## config.mk

```make
export PLATFORM = sky130hd
export DESIGN_NAME = ref_pulse_monitor
export DESIGN_NICKNAME = d
export VERILOG_FILES = /design/src/rtl/ref_pulse_monitor.sv
export SDC_FILE = /design/constraint.sdc
export NUM_CORES = 1
export LEC_CHECK = 0
export ABC_AREA = 1
export CAP_MARGIN = 20
export CORE_UTILIZATION = 60
export DETAILED_ROUTE_END_ITERATION = 6
export PLACE_DENSITY = 0.88
export SYNTH_ARGS = -nofsm -noshare
export SYNTH_HDL_FRONTEND = slang
export SYNTH_SLANG_ARGS = --single-unit
```

## constraint.sdc

```tcl
create_clock -name ref_clk_400m -period 5.45 [get_ports ref_clk_400m]
set_clock_uncertainty 0.1 [all_clocks]
set_input_delay 0.545 -clock ref_clk_400m [delete_from_list [all_inputs] [get_ports ref_clk_400m]]
set_output_delay 0.545 -clock ref_clk_400m [all_outputs]
set_load 0.01 [all_outputs]
```

## src/rtl/ref_pulse_monitor.sv

```systemverilog
// rtl/ref_pulse_monitor.sv - reference pulse width/period monitor with record FIFO

module ref_pulse_fifo #(
  parameter int DATA_W = 8,
  parameter int DEPTH  = 4
) (
  input  logic              ref_clk_400m,
  input  logic              reset,
  input  logic [DATA_W-1:0] s_tdata,
  input  logic              s_tvalid,
  output logic              s_tready,
  output logic [DATA_W-1:0] m_tdata,
  output logic              m_tvalid,
  input  logic              m_tready
);
  localparam int AW = $clog2(DEPTH);
  localparam logic [AW:0] FULL_CNT = (AW+1)'(DEPTH);

  logic [DATA_W-1:0] mem [DEPTH];
  logic [AW-1:0]     wr_ptr;
  logic [AW-1:0]     rd_ptr;
  logic [AW:0]       count;
  logic              push;
  logic              pop;

  assign m_tvalid = (count != '0);
  assign pop      = m_tvalid & m_tready;
  // A pop in the same cycle frees a slot, so a full FIFO still accepts.
  assign s_tready = (count != FULL_CNT) | pop;
  assign push     = s_tvalid & s_tready;
  assign m_tdata  = m_tvalid ? mem[rd_ptr] : '0;

  always_ff @(posedge ref_clk_400m) begin
    if (push) begin
      mem[wr_ptr] <= s_tdata;
    end
  end

  always_ff @(posedge ref_clk_400m) begin
    if (reset) begin
      wr_ptr <= '0;
      rd_ptr <= '0;
      count  <= '0;
    end else begin
      if (push) wr_ptr <= wr_ptr + AW'(1);
      if (pop)  rd_ptr <= rd_ptr + AW'(1);
      case ({push, pop})
        2'b10:   count <= count + (AW+1)'(1);
        2'b01:   count <= count - (AW+1)'(1);
        default: count <= count;
      endcase
    end
  end
endmodule

module ref_pulse_monitor #(
  parameter int SYNC_STAGES = 2,
  parameter int CNT_W       = 32,
  parameter int FIFO_DEPTH  = 4
) (
  input  logic             ref_clk_400m,
  input  logic             reset,
  input  logic             arm,
  input  logic [7:0]       pulse_limit,
  input  logic [31:0]      timeout,
  input  logic             ref_signal,
  output logic             m_valid,
  input  logic             m_ready,
  output logic [CNT_W-1:0] m_width,
  output logic [CNT_W-1:0] m_period,
  output logic [7:0]       m_index,
  output logic             busy,
  output logic             done,
  output logic             overflow,
  output logic             timeout_err
);
  localparam int REC_W = 2*CNT_W + 8;
  localparam logic [CNT_W-1:0] CNT_ONE = CNT_W'(1);

  typedef enum logic [1:0] {IDLE, WAIT_RISE, HIGH, LOW} state_t;

  state_t           state, state_nxt;
  logic [SYNC_STAGES-1:0] sync_q;
  logic             s, s_d, rise, fall;
  logic             arm_d, arm_edge;
  logic [7:0]       limit_q, limit_nxt;
  logic [7:0]       index_q, index_nxt;
  logic [31:0]      timeout_q, timeout_nxt;
  logic [31:0]      edge_cnt, edge_nxt, edge_run;
  logic             timeout_hit;
  logic [CNT_W-1:0] width_cnt, width_nxt;
  logic [CNT_W-1:0] period_cnt, period_nxt;
  logic [CNT_W-1:0] period_lat, period_lat_nxt;
  logic [CNT_W-1:0] width_inc, period_inc;
  logic             done_nxt, overflow_nxt, timeout_err_nxt;
  logic             rec_push, rec_ready;
  logic [REC_W-1:0] rec_data, out_data;

  assign s        = sync_q[SYNC_STAGES-1];
  assign rise     = s & ~s_d;
  assign fall     = ~s & s_d;
  assign arm_edge = arm & ~arm_d;
  assign busy     = (state != IDLE);

  assign width_inc  = (width_cnt == '1)  ? width_cnt  : width_cnt + CNT_ONE;
  assign period_inc = (period_cnt == '1) ? period_cnt : period_cnt + CNT_ONE;
  // Any edge restarts the timeout window, so a fall always beats a timeout.
  assign edge_run    = (rise | fall) ? '0 : ((edge_cnt == '1) ? edge_cnt : edge_cnt + 32'd1);
  assign timeout_hit = (timeout_q != '0) && (edge_run >= timeout_q);
  assign rec_data    = {width_cnt, period_lat, index_q};

  always_comb begin
    state_nxt       = state;
    limit_nxt       = limit_q;
    timeout_nxt     = timeout_q;
    index_nxt       = index_q;
    width_nxt       = width_cnt;
    period_nxt      = period_cnt;
    period_lat_nxt  = period_lat;
    edge_nxt        = (state == IDLE) ? '0 : edge_run;
    done_nxt        = done;
    overflow_nxt    = overflow;
    timeout_err_nxt = timeout_err;
    rec_push        = 1'b0;

    case (state)
      IDLE: begin
        if (arm_edge) begin
          limit_nxt       = pulse_limit;
          timeout_nxt     = timeout;
          index_nxt       = '0;
          done_nxt        = (pulse_limit == '0);
          overflow_nxt    = 1'b0;
          timeout_err_nxt = 1'b0;
          if (pulse_limit != '0) state_nxt = WAIT_RISE;
        end
      end
      WAIT_RISE: begin
        if (rise) begin
          width_nxt      = CNT_ONE;
          period_nxt     = CNT_ONE;
          period_lat_nxt = '0;
          state_nxt      = HIGH;
        end else if (timeout_hit) begin
          timeout_err_nxt = 1'b1;
          done_nxt        = 1'b1;
          state_nxt       = IDLE;
        end
      end
      HIGH: begin
        if (fall) begin
          rec_push   = 1'b1;
          index_nxt  = index_q + 8'd1;
          period_nxt = period_inc;
          if ((index_q + 8'd1) == limit_q) begin
            done_nxt  = 1'b1;
            state_nxt = IDLE;
          end else begin
            state_nxt = LOW;
          end
        end else if (timeout_hit) begin
          timeout_err_nxt = 1'b1;
          done_nxt        = 1'b1;
          state_nxt       = IDLE;
        end else if (s) begin
          width_nxt  = width_inc;
          period_nxt = period_inc;
        end
      end
      LOW: begin
        if (rise) begin
          period_lat_nxt = period_cnt;
          period_nxt     = CNT_ONE;
          width_nxt      = CNT_ONE;
          state_nxt      = HIGH;
        end else if (timeout_hit) begin
          timeout_err_nxt = 1'b1;
          done_nxt        = 1'b1;
          state_nxt       = IDLE;
        end else begin
          period_nxt = period_inc;
        end
      end
      default: state_nxt = IDLE;
    endcase

    if (rec_push && !rec_ready) overflow_nxt = 1'b1;
  end

  always_ff @(posedge ref_clk_400m) begin
    if (reset) begin
      sync_q      <= '0;
      s_d         <= 1'b0;
      arm_d       <= 1'b0;
      state       <= IDLE;
      limit_q     <= '0;
      timeout_q   <= '0;
      index_q     <= '0;
      edge_cnt    <= '0;
      width_cnt   <= '0;
      period_cnt  <= '0;
      period_lat  <= '0;
      done        <= 1'b0;
      overflow    <= 1'b0;
      timeout_err <= 1'b0;
    end else begin
      sync_q      <= {sync_q[SYNC_STAGES-2:0], ref_signal};
      s_d         <= s;
      arm_d       <= arm;
      state       <= state_nxt;
      limit_q     <= limit_nxt;
      timeout_q   <= timeout_nxt;
      index_q     <= index_nxt;
      edge_cnt    <= edge_nxt;
      width_cnt   <= width_nxt;
      period_cnt  <= period_nxt;
      period_lat  <= period_lat_nxt;
      done        <= done_nxt;
      overflow    <= overflow_nxt;
      timeout_err <= timeout_err_nxt;
    end
  end

  ref_pulse_fifo #(
    .DATA_W (REC_W),
    .DEPTH  (FIFO_DEPTH)
  ) u_fifo (
    .ref_clk_400m (ref_clk_400m),
    .reset        (reset),
    .s_tdata      (rec_data),
    .s_tvalid     (rec_push),
    .s_tready     (rec_ready),
    .m_tdata      (out_data),
    .m_tvalid     (m_valid),
    .m_tready     (m_ready)
  );

  assign m_width  = out_data[REC_W-1 -: CNT_W];
  assign m_period = out_data[8 +: CNT_W];
  assign m_index  = out_data[7:0];
endmodule
```

# --- Word level (Yosys, flattened, before mapping) ---
# Memory sizes are Yosys's and may differ from the RTL's. A register that Yosys moved wholly into a read port is not among the register bits.
# Index checks and enable logic that the tools add are counted.
totals:
  word_cells: 138
  output_inout_bits: 77
  ram_bits: 288
  in_bits: 45
  regBits: 192
  n_memories: 1
op_classes:
  mux: 49
  reduce_logical: 27
  n_eq_ne: 25
  bitwise_logic: 10
  order_cmp: 1
  add_sub_neg: 8
memory_table:
  columns: ["memory", "depth", "word_bits", "read_ports", "rd_clocked_by_memory_dff", "wr", "line", "rtl"]
  rows:
  - ["u_fifo.mem", 4, 72, 1, 1, 1, "19", "logic [DATA_W-1:0] mem [DEPTH];"]
ops:
  columns: ["operator", "n"]
  rows:
  - ["32-bit two-way mux", 15]
  - ["32-bit one-hot mux with 2 select lines", 2]
  - ["32-bit by 1-bit adder with 32-bit output (second input constant)", 3]
  - ["32-bit equality test (second input constant)", 3]
  - ["32-bit one-hot mux with 3 select lines", 1]
  - ["72-bit two-way mux", 1]
  - ["32-bit >= comparator", 1]
  - ["32-bit nonzero test", 1]
  - ["2-bit inequality test (second input constant)", 9]
  - ["2-bit two-way mux", 8]
  - ["8-bit two-way mux", 2]
  - ["8-bit one-hot mux with 2 select lines", 1]
  - ["1-bit two-way mux", 15]
  - ["3-bit inequality test (second input constant)", 5]
  - ["2-bit nonzero test", 7]
  - ["3-bit AND reduction", 4]
  - ["8-bit by 1-bit adder with 8-bit output (second input constant)", 1]
  - ["8-bit equality test", 1]
  - ["8-bit zero test", 1]
  - ["8-bit nonzero test", 1]
  - ["2-bit equality test (second input constant)", 3]
  - ["1-bit one-hot mux with 3 select lines", 2]
  - ["2-bit one-hot mux with 3 select lines", 1]
  - ["3-bit one-hot mux with 2 select lines", 1]
  - ["other kinds (16)", 31]

# --- Longest topological paths before layout ---
# Gate-level depths: netlist (run 1).
depth:
  word_depth: 9
  depth_mapped: 30
  depth_no_buf: 29

# --- Hierarchy ---
# From an unflattened synthesis (run 1), not the netlist that was laid out.
hier_totals:
  hier_cells: 2646
  area_unflattened_um2: 22678.0
by_module_without_submodules:
  columns: ["mod", "seq_area_each_um2", "area_each_um2", "n_inst", "cells_per_inst"]
  rows:
  - ["ref_pulse_fifo", 8828.5, 11598.6, 1, 914]
  - ["ref_pulse_monitor", 3703.6, 11079.4, 1, 1732]

# --- Least setup slack after synthesis (run 1) ---
# OpenSTA, ideal clock, no wires.
synth_path:
  path_kind: "register to register"
  start: "register sync_q[1]"
  end: "memory u_fifo.mem[0][0] in the netlist's numbering, enable pin"
  synth_period_minus_slack_ns: 4.825
  stages_incl_launch_ff: 9
  n_path_buf: 0
  setup_ns: 0.503
  arrival_ns: 4.222
  required_ns: 4.847
  path_slack_ns: 0.625
  cell_sequence: "dfxtp_1 -> inv_1 -> ha_1 -> nand2_1 -> nor2_1 -> inv_1 -> nor2_1 -> clkinv_1 -> nor2_1"
synth_via:
  elab_chain_cells: 7
synth_rtl:
  columns: ["element", "line", "rtl"]
  rows:
  - ["from (decl)", "83", "logic [SYNC_STAGES-1:0] sync_q;"]
  - ["from (signal assigned)", "207", "sync_q <= {sync_q[SYNC_STAGES-2:0], ref_signal};"]
  - ["1-bit inverter", "101", "assign fall = ~s & s_d;"]
  - ["1-bit AND", "101", null]
  - ["1-bit two-way mux", "151", "if (fall) begin"]
  - ["1-bit two-way mux", "126", "case (state)"]
  - ["1-bit AND", "30", "assign push = s_tvalid & s_tready;"]
  - ["1-bit two-way mux", "34", "if (push) begin"]
  - ["1-bit two-way mux (implied by the code)", "35", "mem[wr_ptr] <= s_tdata;"]
  - ["to (decl)", "19", null]
# No other way between the ends.

# --- Final worst setup path (run 1) ---
layout_path:
  start: "register edge_cnt[0]"
  end: "register period_cnt[1]"
layout_via:
  elab_chain_cells: 7
  elab_cells_between_ends: 9
  cone_classes: "add/sub: 1; order compare: 1; eq/ne: 3; mux: 2; reduce/logical: 2"
layout_rtl:
  columns: ["element", "line", "rtl"]
  rows:
  - ["from (decl)", "89", "logic [31:0] edge_cnt, edge_nxt, edge_run;"]
  - ["from (signal assigned)", "214", "edge_cnt <= edge_nxt;"]
  - ["32-bit by 1-bit adder with 32-bit output or 32-bit equality test (tied branches)", "108", "assign edge_run = (rise | fall) ? '0 : ((edge_cnt == '1) ? edge_cnt : edge_cnt + 32'd1);"]
  - ["32-bit two-way mux * (2 in a row)", "108", null]
  - ["net edge_run[13]", "89", null]
  - ["32-bit >= comparator *", "109", "assign timeout_hit = (timeout_q != '0) && (edge_run >= timeout_q);"]
  - ["1-bit logical AND *", "109", null]
  - ["3-bit inequality test (no source line)", null, null]
  - ["5-bit AND reduction (no source line) *", null, null]
  - ["to (signal assigned)", "216", "period_cnt <= period_nxt;"]
  - ["to (decl)", "92", "logic [CNT_W-1:0] period_cnt, period_nxt;"]
# The timed path passes the listed nets; every way through them passes the cells marked *.
# A chain may end at the register's enable or synchronous reset.

==> results of run 1 <==
==> area by class of cell <==
class                   count  area, µm²
fillers                  2737      10990
multi-input cells        1819       8825
clock buffers              62       1326
inverters                 224      840.8
flip-flops and latches    482      12540
clock inverters            26      306.5
well taps                 504      630.6
repair buffers            150       1506
==> registers in the layout (all words and copies together) (netlist names), named ones only <==
name / flops
limit_q: 8
u_fifo.mem: 288
u_fifo.rd_ptr: 2
state: 2
u_fifo.wr_ptr: 2
overflow: 1
s_d: 1
arm_d: 1
period_cnt: 32
sync_q: 2
index_q: 8
period_lat: 32
done: 1
width_cnt: 32
u_fifo.count: 3
timeout_err: 1
timeout_q: 32
edge_cnt: 32
==> per-stage QoR <==
stage               power, W  util [%]  setup slack, ps  hold slack (ps)
floorplan           0.005133         -            625.5            288.3
global placement    0.006086     65.72             1117            295.3
detailed placement  0.006161     65.78             1017            298.3
CTS                 0.009538     70.20            977.9            306.8
global route        0.009859     70.27            492.2            328.0
finish              0.009513     70.27            940.0            304.1
==> synth_stat cells (3+ instances only) <==
cell,instances
a211oi_1,9
a21o_1,4
a21oi_1,204
a21oi_2,4
a22oi_1,25
buf_1,12
buf_2,16
buf_6,6
clkbuf_1,90
clkinv_1,5
dfxtp_1,194
edfxtp_1,288
ha_1,43
inv_1,214
inv_2,5
nand2_1,449
nand2_2,8
nand3_1,125
nand3b_1,4
nand4_1,39
nor2_1,541
nor2_2,3
nor3_1,42
nor4_1,10
nor4b_1,3
o211a_1,20
o21ai_0,205
or2_2,16
xnor2_1,8
xor2_1,35
==> tightest hold or removal path, delay by kind of cell (launching register included) <==
family	cells	cell delay, ps
buf+inv	1	40
simple gates	1	30
flops	1	300
==> report_power, final <==
part,internal (W),switching [W]
Combinational,0.000864,0.00128
Clock,0.00201,0.00139
Sequential,0.00389,0.0000879
==> metal layers <==
layer	global-route usage [%]	share of wire, %	routed length (µm)
met4	9.073	2.1	1233
met2	50.51	48	28000
met5	0	0	0
met3	4.415	8.1	4685
met1	39.82	41	23990
==> kinds of logic (layout without fill, tap and decap cells) <==
family                   Yosys count  count (layout)  share of synthesized area (%)
XOR/XNOR                          43              43                          1.658
buffers and inverters            350             462                          6.136
AND/OR/NAND/NOR                 1251            1251                          22.96
AO/OA/AOI/OAI                    481             481                          11.62
flip-flops                       482             482                          55.17
adder cells (fa/ha/maj)           44              44                          2.457
==> worst paths after layout <==
path / start / to / slack, ps / cells after the start
worst max-delay path: edge_cnt[0] / period_cnt[1] / 940 / 30
worst min-delay path: sync_q[0] / sync_q[1] / 300 / 2
worst max register to register: edge_cnt[0] / period_cnt[1] / 940 / 30
worst min register to register: sync_q[0] / sync_q[1] / 300 / 2
==> results.py, run 1 <==
metrics = {
    "sta": {
        "fin_crit_sh_pct": 82.75,
        "final_hold_viol_count": 0,
        "worstMarginPinSlew_ps": 1127,
        "rsz0062_at_grt": "no",
        "fin_crit_ps": 4510,
        "fin_tns_setup_ps": 0,
        "setup_viol": 0,
        "drv_slew": 0,
        "max_clock_freq_ghz": 0.2217,
        "relSlewSlack_pct": 24.90,
    },
    "placed_design": {
        "port_buffers": 121,
        "dp_hpwl_um": 37270,
        "placed_area_mm2": 0.02431,
        "place_congestion": 0.9685,
        "place_inst": 3178,
    },
    "job": {
        "drv_cap": 0,
    },
    "worst_setup_path": {
        "startpoint_type": "flop",
        "cp_common_cell": "nand2_1",
        "cp.required_ps": 5770,
        "path_class": "reg2reg",
        "cp_slowest_cell": "dfxtp_1",
        "cp_max_fo": 33,
        "worst-path-buf-inv": 4,
        "cpPeakStageDelay_ps": 380,
        "crit_family": "simple AND/OR/NAND/NOR gates",
        "cp_data_arrival_time_ps": 4830,
        "worstSetupEndpointType": "flop",
    },
    "clocking": {
        "clkSinkCount": 482,
        "postCtsHoldBufs": 0,
        "htreeDepth": 2,
        "cts_buffers": 47,
        "clkSlewWorstSetupHoldPaths_ps": 70,
        "cts_setup_buffers": 0,
        "cts_root_buffer": "clkbuf_16",
        "cts_buffer_depth": 3,
        "ctsResizeCount": 0,
        "clock_latency_ps": 570,
        "cts_tree": "yes",
    },
    "cells_and_area": {
        "final_common_cell": "nor2_1",
        "final_cell_mix": "nor2_1 (536), nand2_1 (448), edfxtp_1 (288), inv_1 (214), o21ai_0 (205)",
        "area_growth_pct": 14.34,
        "layout.nets": 2813,
        "diodes": 0,
        "fin_cells": 3267,
        "drive_gt1_share_pct": 5.791,
        "final_area_mm2": 0.02597,
    },
    "synthesis": {
        "ys_types": 48,
        "async_flop_share_pct": 0,
        "ys.warnings.count": 0,
        "ys.flop_type": "edfxtp_1",
        "ys_seq_area_share_pct": 55.17,
        "syn-num-nets": 2740,
        "synth_edf_count": 288,
        "synth.area.top_cells": "edfxtp_1 (38%), dfxtp_1 (17%), nor2_1 (8.9%)",
        "netlist_area_mm2": 0.02272,
        "synth_top_area_share_pct": 38.07,
        "synth_seq_cells": 482,
        "yosysTopAreaCell": "edfxtp_1",
        "syn_inst": 2651,
        "syn_avg_cell_area_um2": 8.569,
    },
    "route": {
        "vias_per_cell": 5.792,
        "drt-pass1-iter-count": 6,
        "post_drt_wl_per_cell_um": 17.72,
        "wirelength_um": 57910,
        "num_vias": 18920,
        "drc": 0,
        "drt-initial-drc-count": 2121,
        "antenna_left": 0,
    },
    "floorplan": {
        "die_area_mm2": 0.03864,
        "start_util_pct": 61.46,
        "rows": 70,
        "die_h_um": 196.6,
        "core_mm2": 0.03696,
        "die_x_um": 196.6,
        "ios": 122,
    },
    "grt": {
        "grt-ovfl-total": 0,
        "grt_pass1_vias": 18230,
        "antenna_found_initial": 0,
        "grt_max_degree": 101,
        "grt_usage_pct": 29.84,
        "grt_pass1_wl_um": 92180,
    },
    "power": {
        "ir_worst_vdd_mv": 0.2389,
        "p_leak_nw": 9.949,
        "power_per_cell_area_mw_per_mm2": 366.3,
    },
    "worst_hold_path": {
        "hold_path.class": "reg2reg",
    },
    "outcome": {
        "status": "complete, no violations",
    },
}
No activity file was read; power rests on OpenSTA's default activity.
==> run 2, diff against run 1 <==
CORE_UTILIZATION = 54   (was 60)
PLACE_DENSITY = 0.84   (was 0.88)
clock period = 4.1 ns   (was 5.45 ns; I/O delays follow)
==> run 2 against run 1 <==
  * The flow now finishes with violations (DRC)
  * Sequential power up 33%
  * First-iteration DRC count down 8.6%
  * Global-route usage down 3.4 points
  * Fmax up 19%
  * Combinational power up 34%
  * Clock power up 23%
  * Largest cell class unchanged
  * Critical path depth down 5
  * Count of clock-buffer cells in the layout up 9
  * Flip-flop and latch count unchanged
  * Utilization down 6.6 points
==> results.py, run 2 (synthesized netlist as in run 1, its figures left out) <==
metrics = {
    "outcome": {
        "status": "complete, but fails checks",
        "violations": "DRC",
    },
    "grt": {
        "grt_pass1_vias": 18150,
        "grt_max_degree": 97,
        "grt_usage_pct": 26.44,
        "grt-ovfl-total": 0,
        "grt_pass1_wl_um": 92140,
        "antenna_found_initial": 0,
    },
    "sta": {
        "fin_crit_ps": 3792,
        "fin_tns_setup_ps": 0,
        "relSlewSlack_pct": 30.18,
        "worstMarginPinSlew_ps": 1043,
        "drv_slew": 0,
        "max_clock_freq_ghz": 0.2637,
        "final_hold_viol_count": 0,
        "setup_viol": 0,
        "fin_crit_sh_pct": 92.49,
    },
    "power": {
        "finalPower_w": 0.01235,
        "p_switching_w": 0.003618,
        "p_leak_nw": 10.08,
        "power_per_cell_area_mw_per_mm2": 470.7,
        "power_frac_seq_pct": 42.8,
        "comb_power_share_pct": 23.3,
        "pwr-share-clk_pct": 33.9,
        "intPower_w": 0.008736,
        "p_sw_share_pct": 29.28,
        "ir_worst_vdd_mv": 0.2689,
    },
    "clocking": {
        "cts_root_buffer": "clkbuf_16",
        "clock_latency_ps": 590,
        "htreeDepth": 2,
        "clkSinkCount": 482,
        "cts_buffers": 49,
        "cts_tree": "yes",
        "cts_buffer_depth": 3,
        "clkSlewWorstSetupHoldPaths_ps": 60,
    },
    "floorplan": {
        "die_x_um": 207.1,
        "core_mm2": 0.04120,
        "ios": 122,
        "start_util_pct": 55.13,
        "die_h_um": 207.1,
        "rows": 74,
        "die_area_mm2": 0.04289,
    },
    "worst_setup_path": {
        "worstSetupEndpointType": "flop",
        "path_class": "reg2reg",
        "cp.required_ps": 4500,
        "ff2ff_path_depth": 25,
        "r2r-end": "width_cnt[16]",
        "startpoint_type": "flop",
        "r2r-start": "edge_cnt[25]",
        "cp_max_fo": 11,
        "r2r_setup_slack_ps": 310,
        "cp_data_arrival_time_ps": 4190,
    },
    "worst_hold_path": {
        "hold_path.class": "in2reg",
        "whs_endpoint": "edge_cnt[4]",
        "min_from": "reset",
        "holdPathStages": 4,
    },
    "placed_design": {
        "place_inst": 3220,
        "port_buffers": 121,
        "placed_area_mm2": 0.02449,
        "dp_hpwl_um": 37080,
        "place_congestion": 0.9559,
    },
    "route": {
        "wirelength_um": 57760,
        "drc": 5,
        "post_drt_wl_per_cell_um": 17.40,
        "antenna_left": 0,
        "drt-pass1-iter-count": 7,
        "vias_per_cell": 5.643,
        "drt-initial-drc-count": 1939,
        "num_vias": 18740,
    },
    "cells_and_area": {
        "final_area_mm2": 0.02625,
        "final_common_cell": "nor2_1",
        "final_cell_mix": "nor2_1 (533), nand2_1 (442), edfxtp_1 (288), inv_1 (213)",
        "max_flop_register": "u_fifo.mem",
        "fillers": 3298,
        "multi_input_area_mm2": 0.008932,
        "largest_reg_flops": 288,
        "diodes": 0,
        "area_growth_pct": 15.55,
        "layout.nets": 2839,
        "fin_cells": 3320,
        "drive_gt1_share_pct": 7.138,
        "area.sequential_mm2": 0.01255,
    },
    "job": {
        "drv_cap": 0,
    },
}
## run 2: cell types whose count changed in the layout (fill, tap and decap cells not counted), sizes merged
| cell | before | now |
|---|---|---|
| buf | 30 | 52 |
| bufinv | 6 | 2 |
| clkbuf | 62 | 73 |
| clkinv | 18 | 16 |
| clkinvlp | 2 | 4 |
| inv | 224 | 220 |
## run 2: metrics by stage
| stage | util [%] | worst slack (ps) | hold WS [ps] |
|---|---|---|---|
| after floorplan | - | -724.5 | 288.3 |
| after global placement | 59.44 | 336.1 | 304.9 |
| after detailed placement | 59.44 | 191.1 | 312.8 |
| after CTS | 63.02 | 172.2 | 250.7 |
| after global routing | 63.70 | -41.46 | 214.4 |
| final | 63.70 | 307.7 | 215.4 |
## run 2: worst max-delay path by stage
stage	end	start	depth (start not counted)	slack, ps
6_report	width_cnt[16]	edge_cnt[25]	25	310
5_1_grt	width_cnt[12]	edge_cnt[26]	26	-40
4_1_cts	period_cnt[6]	edge_cnt[0]	29	170
3_5_place_dp	period_cnt[16]	edge_cnt[0]	28	190
3_3_place_gp	period_cnt[1]	edge_cnt[24]	25	340
2_1_floorplan	u_fifo.mem[0][0]	sync_q[1]	8	-720
## run 2: layout make-up
cell class | instances | share of cell area [%]
clock buffers | 71 | 5.062
clock inverters | 18 | 0.5577
inverters | 224 | 3.218
multi-input cells | 1819 | 34.03
flip-flops and latches | 482 | 47.80
well taps | 532 | 2.536
repair buffers | 174 | 6.798
## run 2: power by group through the flow
stage	Sequential, W	Combinational, W	Clock, W
global route	0.00530	0.00311	0.00444
floorplan	0.00530	0.00152	0
detailed placement	0.00539	0.00285	0
global placement	0.00538	0.00277	0
CTS	0.00529	0.00287	0.00424
finish	0.00529	0.00287	0.00419
## run 2: timing repair
action,in CTS,in global routing
setup buffers,0,6
hold endpoints to repair,0,0
hold buffers,0,0
endpoints found under the setup margin,0,64
gates resized for setup,0,33
## run 2: critical path, cell delays in order, from the launching register on
cell and delay (ps):
dfxtp_1 350, nand2_1 100, nor2_2 150, inv_1 100, nor4_4 290, nand4_1 240
buf_4 200, buf_2 200, nand3_1 110, nand2_1 80, inv_1 80, ha_1 240
a21oi_1 120, o21ai_0 90, nand2_1 80, nand2_1 70, nor2_1 160, nand2_2 90
nand2_2 120, nand2_2 80, nand2_4 110, nand2_8 100, buf_12 190, nand2_1 60
nand2_1 50, nor2_1 140
## run 2: per-layer routing
layer	up-vias	GRT usage, %	wire, µm
met5	-	0	0
met4	0	7.540	1179
met3	99	4.457	4230
met2	742	45.83	28500
met1	8828	34.06	23850
li1	9066	-	-
==> RTL change (flow settings as in run 1) <==
Change the parameter `FIFO_DEPTH` from 4 to 8.
--- a/src/rtl/ref_pulse_monitor.sv
+++ b/src/rtl/ref_pulse_monitor.sv
@@ -58,3 +58,3 @@
   parameter int CNT_W       = 32,
-  parameter int FIFO_DEPTH  = 4
+  parameter int FIFO_DEPTH  = 8
 ) (
Formal check against the unedited RTL: same outputs for any inputs over 4 cycles, from zero or initial values and one cycle with reset high; that may be too few to reach the edited logic, so the function may still have changed.
==> RTL change against run 1 <==
  * Worst setup slack got worse by 230 ps
  * Non-clock buffer count increased by 15
  * Global-route usage decreased by 1.1 points
  * Synthesized area increased by 50%
  * Wire length increased by 43%
  * Total power increased by 71%
  * Sequential cell count increased by 292
  * Final area increased by 47%
  * Cell count increased by 32%
  * Fmax decreased by 4.9%
  * Critical path type unchanged
  * Critical endpoint is now width_cnt[13]
==> RTL change: results <==
{
  "status": "completed",
  "grt_pass1_vias": 25071,
  "dr.pass1.iters": 7,
  "p_total_w": 0.0162,
  "post_synth.cell_area_avg_sq_um": 9.84,
  "synth.area.top_cells": "edfxtp_1 (51%), dfxtp_1 (12%), nor2_1 (7.4%), o21ai_0 (5.1%), nand2_1 (4.6%)",
  "use_met3": 0.0408,
  "p_clk_w": 0.00512,
  "antenna_found_initial": 0,
  "met2_usage": 0.492,
  "dp_hpwl_um": 47300,
  "critPathTopFamily": "simple AND/OR/NAND/NOR gates",
  "dp_cells": 4165,
  "h-tree-depth": 3,
  "use_met1": 0.371,
  "preCtsSetupSlack_ps": 926,
  "drt-wirelength-per-cell_um": 19.2,
  "synth-edff-count": 576,
  "wl_met3_um": 7520,
  "largest_register_ffs": 576,
  "layout-drive-gt1-share": 0.0661,
  "nFillCells": 3882,
  "internal-power_w": 0.0110,
  "place_area_sq_um": 35800,
  "grt_max_degree": 171,
  "relSlewSlack": 0.273,
  "cts_made_buffers": 76,
  "dr_total_vias": 25994,
  "dr_wl_met2_um": 40700,
  "clk_path_buf_depth": 3,
  "syn-num-nets": 3540,
  "cp_max_fo": 45,
  "diodes": 0,
  "grt_pass1_wl_um": 130000,
  "portBuffers": 121,
  "drtIter0Drc": 2933,
  "finalInstanceArea_sq_um": 38200,
  "place_congestion": 0.992,
  "postCtsSetupRepairBufs": 0,
  "irDropWorstVdd_mv": 0.300,
  "pg_seq_w": 0.00653,
  "track_usage": 0.287,
  "ys_seq_area_frac": 0.626,
  "p_leak_nw": 13.8,
  "hp-class": "flip-flop to flip-flop",
  "m1WireLength_um": 32200,
  "routed_wl_um": 82700,
  "yosysWarnings": 0,
  "synth_common_cells": "nor2_1 (669), edfxtp_1 (576), nand2_1 (414)",
  "nets": 3586,
  "synth.distinct_cells": 52,
  "slowest_delay_ps": 430,
  "hold_viol_final": 0,
  "layout_min_cycle_time_ps": 4740,
  "clkLatencyLatePin_ps": 630,
  "critPathArrivalTime_ps": 5100,
  "holdWs_ps": 338
}
-- RTL change: area by class of cell --
cell class	count	area share
Clock buffer	107	0.0555
Tap cell	748	0.0245
Inverter	195	0.0194
Clock inverter	32	0.00792
Sequential cell	774	0.556
Timing Repair Buffer	165	0.0428
Multi-Input combinational cell	2284	0.294
-- RTL change: kinds of logic after synthesis --
kind of cell	count (synthesis)	synth area share
DFF	774	0.626
adders and majority gates	45	0.0168
AOI/OAI and AO/OA	801	0.128
and+or+nand+nor	1387	0.171
buffers and inverters	392	0.0453
xor gates and xnor gates	51	0.0136
-- RTL change: path summary, 6_finish.rpt --
kind,startpoint,to,depth (start not counted)
worst max-delay path,edge_cnt[0],width_cnt[13],22
worst min-delay path,sync_q[0],sync_q[1],2
worst max register to register,edge_cnt[0],width_cnt[13],22
worst min register to register,sync_q[0],sync_q[1],2
